===== config.mk =====
export PLATFORM = sky130hd
export DESIGN_NAME = serial_parity_frame_receiver
export DESIGN_NICKNAME = d
export VERILOG_FILES = /design/src/rtl/serial_parity_frame_receiver.sv
export SDC_FILE = /design/constraint.sdc
export NUM_CORES = 1
export LEC_CHECK = 0
export BUFFER_PORTS_ARGS = -buffer_cell sky130_fd_sc_hd__buf_2
export CORE_UTILIZATION = 45
export DETAILED_ROUTE_END_ITERATION = 10
export GPL_ROUTABILITY_DRIVEN = 0
export PLACE_DENSITY = 0.7
export SKIP_LAST_GASP = 1
export SLEW_MARGIN = 25
export SYNTH_ARGS = -nofsm -noshare
export SYNTH_HDL_FRONTEND = slang
export SYNTH_SLANG_ARGS = --single-unit

===== constraint.sdc =====
create_clock -name clk -period 2.9 [get_ports clk]
set_input_delay 0.145 -clock clk [delete_from_list [all_inputs] [get_ports clk]]
set_output_delay 0.145 -clock clk [all_outputs]
set_load 0.1 [all_outputs]

===== src/rtl/serial_parity_frame_receiver.sv =====
`default_nettype none
// ============================================================================
//  Module   : serial_parity_frame_receiver
//  Purpose  : Deserializes framed serial words: start bit (0), DATA_W data
//             bits LSB first, one parity bit, stop bit (1). Each completed
//             frame is reported as a one-cycle down_valid pulse carrying the
//             payload plus parity-error and framing-error flags.
//  Ports    : clk             - system clock, rising edge
//             rst             - synchronous active-high reset
//             up_valid        - up_bit is a line bit this cycle
//             up_bit          - serial line bit
//             down_valid      - one-cycle pulse, frame available
//             down_data       - payload, first received bit in bit 0
//             down_parity_err - parity mismatch (valid with down_valid)
//             down_frame_err  - stop bit was 0 (valid with down_valid)
//             busy            - receiver is inside a frame
//  Options  : SERIAL_RX_ODD_PARITY_EN - odd parity when defined, even
//             parity otherwise.
//  Revision : 1.0 - initial release
// ============================================================================
module serial_parity_frame_receiver #(
  parameter int DATA_W = 8
) (
  input  logic              clk,
  input  logic              rst,
  input  logic              up_valid,
  input  logic              up_bit,
  output logic              down_valid,
  output logic [DATA_W-1:0] down_data,
  output logic              down_parity_err,
  output logic              down_frame_err,
  output logic              busy
);

  localparam int CNT_W = (DATA_W > 1) ? $clog2(DATA_W) : 1;
  localparam logic [CNT_W-1:0] c_last_bit = CNT_W'(DATA_W - 1);

  localparam logic [1:0] c_idle   = 2'd0;
  localparam logic [1:0] c_data   = 2'd1;
  localparam logic [1:0] c_parity = 2'd2;
  localparam logic [1:0] c_stop   = 2'd3;

  // Seeding the accumulator with 1 turns the even-parity check into an
  // odd-parity check without touching the rest of the datapath.
`ifdef SERIAL_RX_ODD_PARITY_EN
  localparam logic c_par_init = 1'b1;
`else
  localparam logic c_par_init = 1'b0;
`endif

  logic [1:0]        r_state;
  logic [1:0]        w_next_state;
  logic [CNT_W-1:0]  r_cnt;
  logic              r_acc;
  logic [DATA_W-1:0] r_shift;

  // State register
  always_ff @(posedge clk) begin
    if (rst) begin
      r_state <= c_idle;
    end else begin
      r_state <= w_next_state;
    end
  end

  // Next-state logic; gaps (up_valid=0) leave the state untouched
  always_comb begin
    w_next_state = r_state;
    if (up_valid) begin
      case (r_state)
        c_idle:   if (!up_bit) w_next_state = c_data;
        c_data:   if (r_cnt == c_last_bit) w_next_state = c_parity;
        c_parity: w_next_state = c_stop;
        c_stop:   w_next_state = c_idle;
        default:  w_next_state = c_idle;
      endcase
    end
  end

  // State-decoded outputs
  always_comb begin
    busy = (r_state != c_idle);
  end

  // Datapath: bit counter, payload register, parity accumulator and the
  // registered frame report. Report fields hold between pulses.
  always_ff @(posedge clk) begin
    if (rst) begin
      r_cnt           <= '0;
      r_acc           <= 1'b0;
      r_shift         <= '0;
      down_valid      <= 1'b0;
      down_data       <= '0;
      down_parity_err <= 1'b0;
      down_frame_err  <= 1'b0;
    end else begin
      down_valid <= 1'b0;
      if (up_valid) begin
        case (r_state)
          c_idle: begin
            if (!up_bit) begin
              r_cnt <= '0;
              r_acc <= c_par_init;
            end
          end
          c_data: begin
            r_shift[r_cnt] <= up_bit;
            r_acc          <= r_acc ^ up_bit;
            // Counter parks on the last index; the state change ends DATA
            if (r_cnt != c_last_bit) begin
              r_cnt <= r_cnt + CNT_W'(1);
            end
          end
          c_parity: begin
            r_acc <= r_acc ^ up_bit;
          end
          c_stop: begin
            // A bad stop bit is still reported with the data as received
            down_valid      <= 1'b1;
            down_data       <= r_shift;
            down_parity_err <= r_acc;
            down_frame_err  <= ~up_bit;
          end
          default: begin
          end
        endcase
      end
    end
  end

endmodule
`default_nettype wire

==> results of run 1 <==
final cells by class:
| type | instances | area [um^2] | area share, % |
|---|---|---|---|
| timing repair buffer | 15 | 75.07 | 5.976 |
| clock inverter | 1 | 7.507 | 0.5976 |
| multi-input combinational | 94 | 600.6 | 47.81 |
| sequential | 25 | 500.5 | 39.84 |
| tap | 28 | 35.03 | 2.789 |
| inverter | 4 | 15.01 | 1.195 |
| clock buffer | 3 | 22.52 | 1.793 |
metal layers:
layer	vias up	global-route usage [%]	wire length, um	part of all wire, %
met2	13	29.96	924	45
met4	0	6.579	32	1.6
met1	407	22.50	1040	51
li1	480	-	-	-
met3	5	6.087	62	3.0
met5	-	0	0	0
path summary, 6_finish.rpt:
kind	startpoint	endpoint	slack, ns
setup reg to reg	r_state[0]	r_state[0]	1.18
hold / removal	up_bit	r_acc	0.11
hold reg to reg	r_shift[1]	down_data[1]	0.46
setup / recovery	r_state[0]	busy	1.17
cells by family (layout without fill, tap and decap cells):
family	after synthesis	in the layout	share of synthesized area, %
simple gates	57	57	24.07
buf+inv	11	23	3.719
fa+ha+maj	7	7	7.658
mux	8	8	7.002
flops	25	25	43.76
compound gates	22	22	13.79
through the flow:
stage / util [%] / std cells
after floorplan: - / 130
after global placement: 53.38 / 166
after detailed placement: 53.38 / 166
after CTS: 54.68 / 170
after global routing: 54.68 / 170
final: 54.68 / 170
layout by cell type (no fill, tap or decap), types with 2 or more instances in the layout:
master    instances
a21oi_1          11
and2_1            2
buf_2            15
clkbuf_4          3
dfxtp_1          25
ha_1              7
inv_1             4
mux2i_1           8
nand2_1          31
nand2b_1          2
nand3_1           5
nand4_1           2
nor2_1            4
nor2b_1           3
o311ai_0          3
o41ai_1           3
worst max-delay path: cells and delay by family (launching register included):
family	cells	cell delay, ns
fa+ha+maj	1	0.27
flops	1	0.41
buf+inv	3	0.58
state kept, by name, indices dropped and copies added, names as in the netlist:
name	count
down_data	8
down_parity_err	1
down_valid	1
down_frame_err	1
r_state	2
r_cnt	3
r_shift	8
r_acc	1
report_power, final:
group | total (W) | switching (W) | internal (W)
clock | 0.000162 | 0.000110 | 0.0000529
sequential | 0.000354 | 0.00000557 | 0.000348
combinational | 0.0000759 | 0.0000543 | 0.0000215
==> flow_summary.yaml, run 1 <==
floorplanning:
  coreArea_um2: 2297
  fp.dieH_um: 52.41
  die_area_um2: 2747
  initial_core_util_pct: 49.78
  fp.dieW_um: 52.41
  num_rows: 17
  boundaryPins: 16
yosys:
  synth_cell_type_count: 29
  yosys-top-cells-count: "nand2_1 (31), dfxtp_1 (25), a21oi_1 (11)"
  syn_avg_cell_area_um2: 8.797
  synth_edf_count: 0
  synth_most_common_cell: "nand2_1"
  ys_seq_area_share_pct: 43.76
  yosys.area.top_type: "dfxtp_1"
  syn_nets: 141
  netlist_instances: 130
  synth_warnings: 0
  yosys.area.top_type_share_pct: 43.76
  ys.flop_type: "dfxtp_1"
  netlist_area_um2: 1144
  synth_area_leaders: "dfxtp_1 (44%), nand2_1 (10%), ha_1 (7.7%)"
  ys_ff_latch: 25
  async_flop_share_pct: 0
clock_tree:
  clockBufferDepth: 2
  clock_sinks: 25
  cts_setup_buffers: 0
  tritoncts: "yes"
  cts.repair.resized: 0
  cts_root_buf: "clkbuf_4"
  insertion_delay_ns: 0.33
  cts.clk_slew.worst_paths_ns: 0.15
  cts-htree-levels: 1
  cts_hold_buf: 0
  cts_buffers: 3
global_routing:
  grt_usage_pct: 18.46
  grt_start_max_net_pins: 17
  grt_overflow: 0
  antenna_found_initial: 0
  grt_pass1_wl_um: 3663
  grt_pass1_vias: 844
drt:
  drt.antenna.violating_nets: 0
  vias_per_cell: 5.324
  drt_iter0_markers: 22
  num_vias: 905
  drtPass1Iterations: 4
  route.detailed.drc: 0
  routed_wl_um: 2059
  routedWlPerCell_um: 12.11
critical_path:
  crit_fanout: 5
  arrival_ns: 1.58
  ff2ff_path_depth: 5
  slowest_delay_ns: 0.41
  cp.required_ns: 2.76
  crit_path_frequent_cell: "inv_1"
  critPathLaunchType: "flop"
  crit_chain: "inv_1 > ha_1 > inv_1 > buf_2"
  cp-end-kind: "output port"
  slowest_stage: "dfxtp_1"
  critPathKind: "flop to output port"
worst_hold_path:
  whs_path_depth: 3
  hp-class: "primary input to flop"
timing:
  finClkSkew_ns: 0.01301
  finalSetupViolCount: 0
  slew_headroom_pct: 67.66
  fin_crit_sh_pct: 59.56
  setup_tns_ns: 0
  setup_ws_ns: 1.173
  holdWs_ns: 0.1107
  finalMaxSlewViolations: 0
  hold_viol: 0
  min_period_ns: 1.727
  rsz0062_at_grt: "no"
  clock.fmax_ghz: 0.5790
  tightest_slew_ns: 0.4885
finish:
  drive_above_1_share_pct: 15.49
  final_nets: 154
  diodes: 0
  syn2layout_area_growth_pct: 9.846
  num-fill-cells: 225
  fin_area_um2: 1256
pwr:
  ir_drop_mv: 0.3070
  power_density_nw_per_um2: 471.2
  total_power_w: 0.0005920
  leakage_nw: 0.5265
job:
  cap_violations: 0
place:
  dpl_cell_area_um2: 1226
  dpl.hpwl_um: 1444
  dp_slack_ns: 1.201
  portBuffers: 15
outcome:
  status: "finished clean"
No activity file was read; power rests on OpenSTA's default activity.
==> inputs of run 2 (changes only) <==
==> constraint.sdc (replaced) <==
create_clock -name clk -period 1.65 [get_ports clk]
set_input_delay 0.0825 -clock clk [delete_from_list [all_inputs] [get_ports clk]]
set_output_delay 0.0825 -clock clk [all_outputs]
set_load 0.1 [all_outputs]
==> run 2 against run 1 <==
Clock power is 67% higher. Setup slack worse by 1.1 ns. Via count grew 5.1%. Sequential cell count did not move. First-iteration DRC count is 18% lower. Die area unchanged. Non-clock buffer count is 8 higher. Critical endpoint is now r_state[0].
==> flow_summary.yaml, run 2 (synthesis gave the netlist of run 1 again) <==
timing:
  slew_headroom_pct: 67.67
  setup_ws_ns: 0.03097
  finalMaxSlewViolations: 0
  finalSetupViolCount: 0
  hold_viol: 0
  min_period_ns: 1.619
  fin_crit_sh_pct: 98.12
  clock.fmax_ghz: 0.6177
  tightest_slew_ns: 0.4883
  finClkSkew_ns: 0.006336
global_routing:
  grt_pass1_wl_um: 3539
  grt_start_max_net_pins: 15
  grt_overflow: 0
  antenna_found_initial: 0
  grt_usage_pct: 17.92
  grt_pass1_vias: 813
drt:
  drt_iter0_markers: 18
  routedWlPerCell_um: 12.20
  num_vias: 951
  route.detailed.drc: 0
  vias_per_cell: 5.343
  drt.antenna.violating_nets: 0
  routed_wl_um: 2172
  drtPass1Iterations: 4
finish:
  final_nets: 162
  diodes: 0
  final_common_cell: "nand2_1"
  mostFrequentLayoutCells: "nand2_1 (31), dfxtp_1 (23), buf_2 (14)"
  fin_area_um2: 1346
  syn2layout_area_growth_pct: 17.72
  largestRegisters: "down_data: 8 flops, r_shift: 8 flops, r_cnt: 3 flops"
  drive_above_1_share_pct: 24.00
pwr:
  p_seq_share_pct: 58.1
  ir_drop_mv: 0.4940
  p_int_w: 0.0007722
  p_sw_share_pct: 27.52
  switchingPower_w: 0.0002931
  power_density_nw_per_um2: 791.3
  combinationalPowerShare_pct: 16.5
  leakage_nw: 0.5762
  clock_power_share_pct: 25.3
floorplanning:
  die_area_um2: 2747
  boundaryPins: 16
  initial_core_util_pct: 49.78
  num_rows: 17
  fp.dieH_um: 52.41
  coreArea_um2: 2297
  fp.dieW_um: 52.41
clock_tree:
  cts_hold_buf: 0
  tritoncts: "yes"
  cts-htree-levels: 1
  cts_root_buf: "clkbuf_4"
  cts_buffers: 3
  cts.clk_slew.worst_paths_ns: 0.14
  insertion_delay_ns: 0.31
  clock_sinks: 25
  clockBufferDepth: 2
critical_path:
  worst-path-buf-inv: 1
  cpLargestDelayFamily: "simple AND/OR/NAND/NOR gates"
  slowest_delay_ns: 0.48
  arrival_ns: 1.84
  slowest_stage: "or4_1"
  cp.required_ns: 1.87
  cp-end-kind: "flop"
  critPathLaunchType: "flop"
  crit_chain: "inv_1 > ha_2 > a21bo_4 > or4_1 > o211a_1"
  critPathKind: "flop to flop"
  crit_fanout: 8
place:
  portBuffers: 15
  dpl.hpwl_um: 1658
  dpl_cell_area_um2: 1279
  dp_slack_ns: -0.02329
worst_hold_path:
  hp-class: "primary input to flop"
job:
  cap_violations: 0
outcome:
  status: "finished clean"
## run 2: metrics by stage
step           instances  total power (W)  setup TNS, ns  hold slack [ns]  utilization (%)
6_report             178         0.001065              0          0.07105            58.61
5_1_grt              178         0.001115       -0.02984          0.07567            58.61
4_1_cts              175         0.001060              0          0.05802            56.97
3_5_place_dp         171        0.0007920       -0.02329           0.4107            55.66
3_3_place_gp         171        0.0007864              0           0.4079            55.66
2_1_floorplan        130        0.0007379              0           0.1516                -
## run 2: final timing paths
path	startpoint	to	slack, ns	depth (start not counted)
setup reg to reg	r_state[0]	r_state[0]	0.03	5
setup / recovery	r_state[0]	r_state[0]	0.03	5
hold / removal	up_bit	r_acc	0.07	3
hold reg to reg	r_shift[1]	down_data[1]	0.46	2
## run 2: final cells by class
| cell class | instances | area (um^2) |
|---|---|---|
| clock buffers | 3 | 22.52 |
| clock inverters | 1 | 5.005 |
| fillers | 215 | 950.9 |
| inverters | 4 | 15.01 |
| multi-input cells | 94 | 613.1 |
| flip-flops and latches | 25 | 505.5 |
| well taps | 28 | 35.03 |
| repair buffers | 23 | 150.1 |
## run 2: repair_timing
item,4_1_cts,5_1_grt
setup buffers,0,3
endpoints found under the setup margin,3,7
pin swaps,0,2
gates resized for setup,2,5
## run 2: per-layer routing
metal / share of wire, % / track usage [%]
met1: 48 / 22.02
met2: 48 / 29.32
met3: 1.5 / 3.478
met4: 1.9 / 9.211
met5: 0 / 0
## run 2: tightest hold or removal path: stages
cell	delay, ns
buf_2	0.13
nand4_1	0.07
a31oi_1	0.06
## run 2: power groups by stage
stage | registers, W | logic, W | clock network, W
2_1_floorplan | 0.000632 | 0.000106 | 0
3_3_place_gp | 0.000631 | 0.000155 | 0
3_5_place_dp | 0.000632 | 0.000160 | 0
4_1_cts | 0.000620 | 0.000160 | 0.000280
5_1_grt | 0.000620 | 0.000193 | 0.000302
6_report | 0.000619 | 0.000176 | 0.000270
==> inputs of run 3 (changes only) <==
--- a/config.mk
+++ b/config.mk
@@ -5,6 +5,7 @@
 export SDC_FILE = /design/constraint.sdc
 export NUM_CORES = 1
 export LEC_CHECK = 0
+export ABC_AREA = 1
 export BUFFER_PORTS_ARGS = -buffer_cell sky130_fd_sc_hd__buf_2
 export CORE_UTILIZATION = 45
 export DETAILED_ROUTE_END_ITERATION = 10
==> run 3 against run 2 <==
Clock-buffer cell count unchanged. Combinational power up 80%. Worst hold slack better by 0.00062 ns. Sequential share of layout area increased by 2.1 points. Critical endpoint is now busy. Synthesized cell count rose by 24%. Die area fell by 1.6%. Clock power is 6% higher. Setup slack gained 0.091 ns. Utilization down 3.1 points.
==> flow_summary.yaml, run 3 <==
outcome:
  status: "finished clean"
yosys:
  syn_nets: 172
  yosys.area.top_type_share_pct: 44.49
  synth_most_common_cell: "nor2_1"
  netlist_area_um2: 1125
  synth_cell_type_count: 14
  async_flop_share_pct: 0
  syn_avg_cell_area_um2: 6.987
  ys_seq_area_share_pct: 44.49
  ys_ff_latch: 25
  ys.flop_type: "dfxtp_1"
  synth_warnings: 0
  netlist_instances: 161
  yosys-top-cells-count: "nor2_1 (48), nand2_1 (30), dfxtp_1 (25)"
  yosys.area.top_type: "dfxtp_1"
  synth_area_leaders: "dfxtp_1 (44%), nor2_1 (16%), nand2_1 (10%)"
  synth_edf_count: 0
pwr:
  combinationalPowerShare_pct: 25.1
  power_density_nw_per_um2: 1001
  switchingPower_w: 0.0004507
  ir_drop_mv: 0.5394
  leakage_nw: 0.6003
  p_seq_share_pct: 52.4
  p_sw_share_pct: 35.65
  p_int_w: 0.0008137
  total_power_w: 0.001264
  clock_power_share_pct: 22.5
timing:
  tightest_slew_ns: 0.5760
  holdWs_ns: 0.07167
  fin_crit_sh_pct: 92.61
  slew_headroom_pct: 61.56
  setup_tns_ns: 0
  min_period_ns: 1.528
  rsz0062_at_grt: "no"
  finalSetupViolCount: 0
  hold_viol: 0
  finClkSkew_ns: 0.001950
  clock.fmax_ghz: 0.6544
  finalMaxSlewViolations: 0
floorplanning:
  boundaryPins: 16
  coreArea_um2: 2276
  fp.dieW_um: 52.00
  die_area_um2: 2703
  num_rows: 17
  initial_core_util_pct: 49.42
  fp.dieH_um: 52.00
clock_tree:
  insertion_delay_ns: 0.32
  tritoncts: "yes"
  cts_setup_buffers: 0
  cts_buffers: 3
  cts_root_buf: "clkbuf_4"
  clockBufferDepth: 2
  cts-htree-levels: 1
  clock_sinks: 25
  cts.clk_slew.worst_paths_ns: 0.14
global_routing:
  grtUsageMet2_pct: 33.97
  grt_pass1_wl_um: 3857
  grt_use_met1_pct: 22.64
  grt_start_max_net_pins: 25
  grtUsageMet3_pct: 3.509
  grt_pass1_vias: 953
  grt_overflow: 0
  grt_usage_pct: 19.33
  antenna_found_initial: 0
  grt-busiest-layer: "met2"
finish:
  mostFrequentLayoutCells: "nor2_1 (48), nand2_1 (30), dfxtp_1 (25)"
  diodes: 0
  num-fill-cells: 227
  final_nets: 190
  largestRegisters: "down_data: 8 flops, r_shift: 8 flops, r_cnt: 3 flops"
  drive_above_1_share_pct: 12.36
  final_common_cell: "nor2_1"
  syn2layout_area_growth_pct: 12.35
  final_cells: 206
critical_path:
  critPathLaunchType: "flop"
  cp.required_ns: 1.57
  slowest_delay_ns: 0.41
  worst-path-buf-inv: 3
  crit_chain: "inv_1 > ha_1 > inv_1 > buf_4"
  critPathKind: "flop to output port"
  crit_fanout: 4
  arrival_ns: 1.45
  cp-end-kind: "output port"
  crit_path_frequent_cell: "inv_1"
  slowest_stage: "dfxtp_1"
  r2r_setup_slack_ns: 0.21
  cpLargestDelayFamily: "buffers and inverters"
place:
  post-place-cells: 201
  portBuffers: 15
  dpl.hpwl_um: 1566
drt:
  drtPass1Iterations: 4
  routed_wl_um: 2115
  drt.antenna.violating_nets: 0
  routedWlPerCell_um: 10.27
  num_vias: 995
  drt_iter0_markers: 11
  route.detailed.drc: 0
  vias_per_cell: 4.830
job:
  cap_violations: 0
worst_hold_path:
  hp-class: "primary input to flop"
-- run 3: changes by cell type in the layout (fill, tap and decap cells not counted), sizes merged, moves of 2 or more --
cell	change
nor3	+6
mux2i	-8
o41ai	-3
and2	-2
nand4	-2
o21ai	+16
nand2b	-2
nor2b	-3
buf	-7
inv	+10
a21bo	-2
nor2	+44
o311ai	-3
a21oi	-5
-- run 3: layout make-up --
| class | instances | area, um^2 | area share, % |
|---|---|---|---|
| clock inverters | 1 | 7.507 | 0.5941 |
| flip-flops and latches | 25 | 500.5 | 39.60 |
| multi-input cells | 118 | 550.5 | 43.56 |
| clock buffers | 3 | 22.52 | 1.782 |
| repair buffers | 17 | 95.09 | 7.525 |
| inverters | 14 | 52.55 | 4.158 |
| well taps | 28 | 35.03 | 2.772 |
-- run 3: power by group through the flow --
stage	Sequential [W]	Combinational (W)	Clock, W
finish	0.000663	0.000317	0.000285
global route	0.000668	0.000357	0.000317
CTS	0.000662	0.000318	0.000297
detailed placement	0.000675	0.000311	0
global placement	0.000674	0.000304	0
floorplan	0.000720	0.000211	0
-- run 3: metrics by stage --
| stage | worst slack, ns | utilization [%] | area (um^2) |
|---|---|---|---|
| after global placement | 0.3062 | 53.66 | 1221 |
| after detailed placement | 0.2351 | 53.66 | 1221 |
| after global routing | 0.02539 | 55.53 | 1264 |
| final | 0.1219 | 55.53 | 1264 |
| after floorplan | 0.3043 | - | 1125 |
| after CTS | 0.1109 | 55.53 | 1264 |
-- run 3: cells by family after synthesis --
kind of cell	synth area share, %
fa+ha+maj	7.786
buf+inv	6.563
simple gates	31.03
compound gates	10.12
flops	44.49
-- run 3: worst paths after layout --
path               from              to  cells past startpoint
max reg2reg  r_state[0]           r_acc                      7
min reg2reg  r_shift[2]      r_shift[2]                      2
max          r_state[0]            busy                      4
min              up_bit  down_frame_err                      2
-- run 3: per-layer routing --
layer  wire (um)  vias up
met2        1002       16
met1        1018      439
met4          36        0
li1            -      535
met3          57        5
met5           0        -
-- run 3: timing repair --
item,in CTS,in global routing
setup endpoints to repair,1,0
hold endpoints to repair,1,0
hold buffers,1,0
resized for setup,1,0
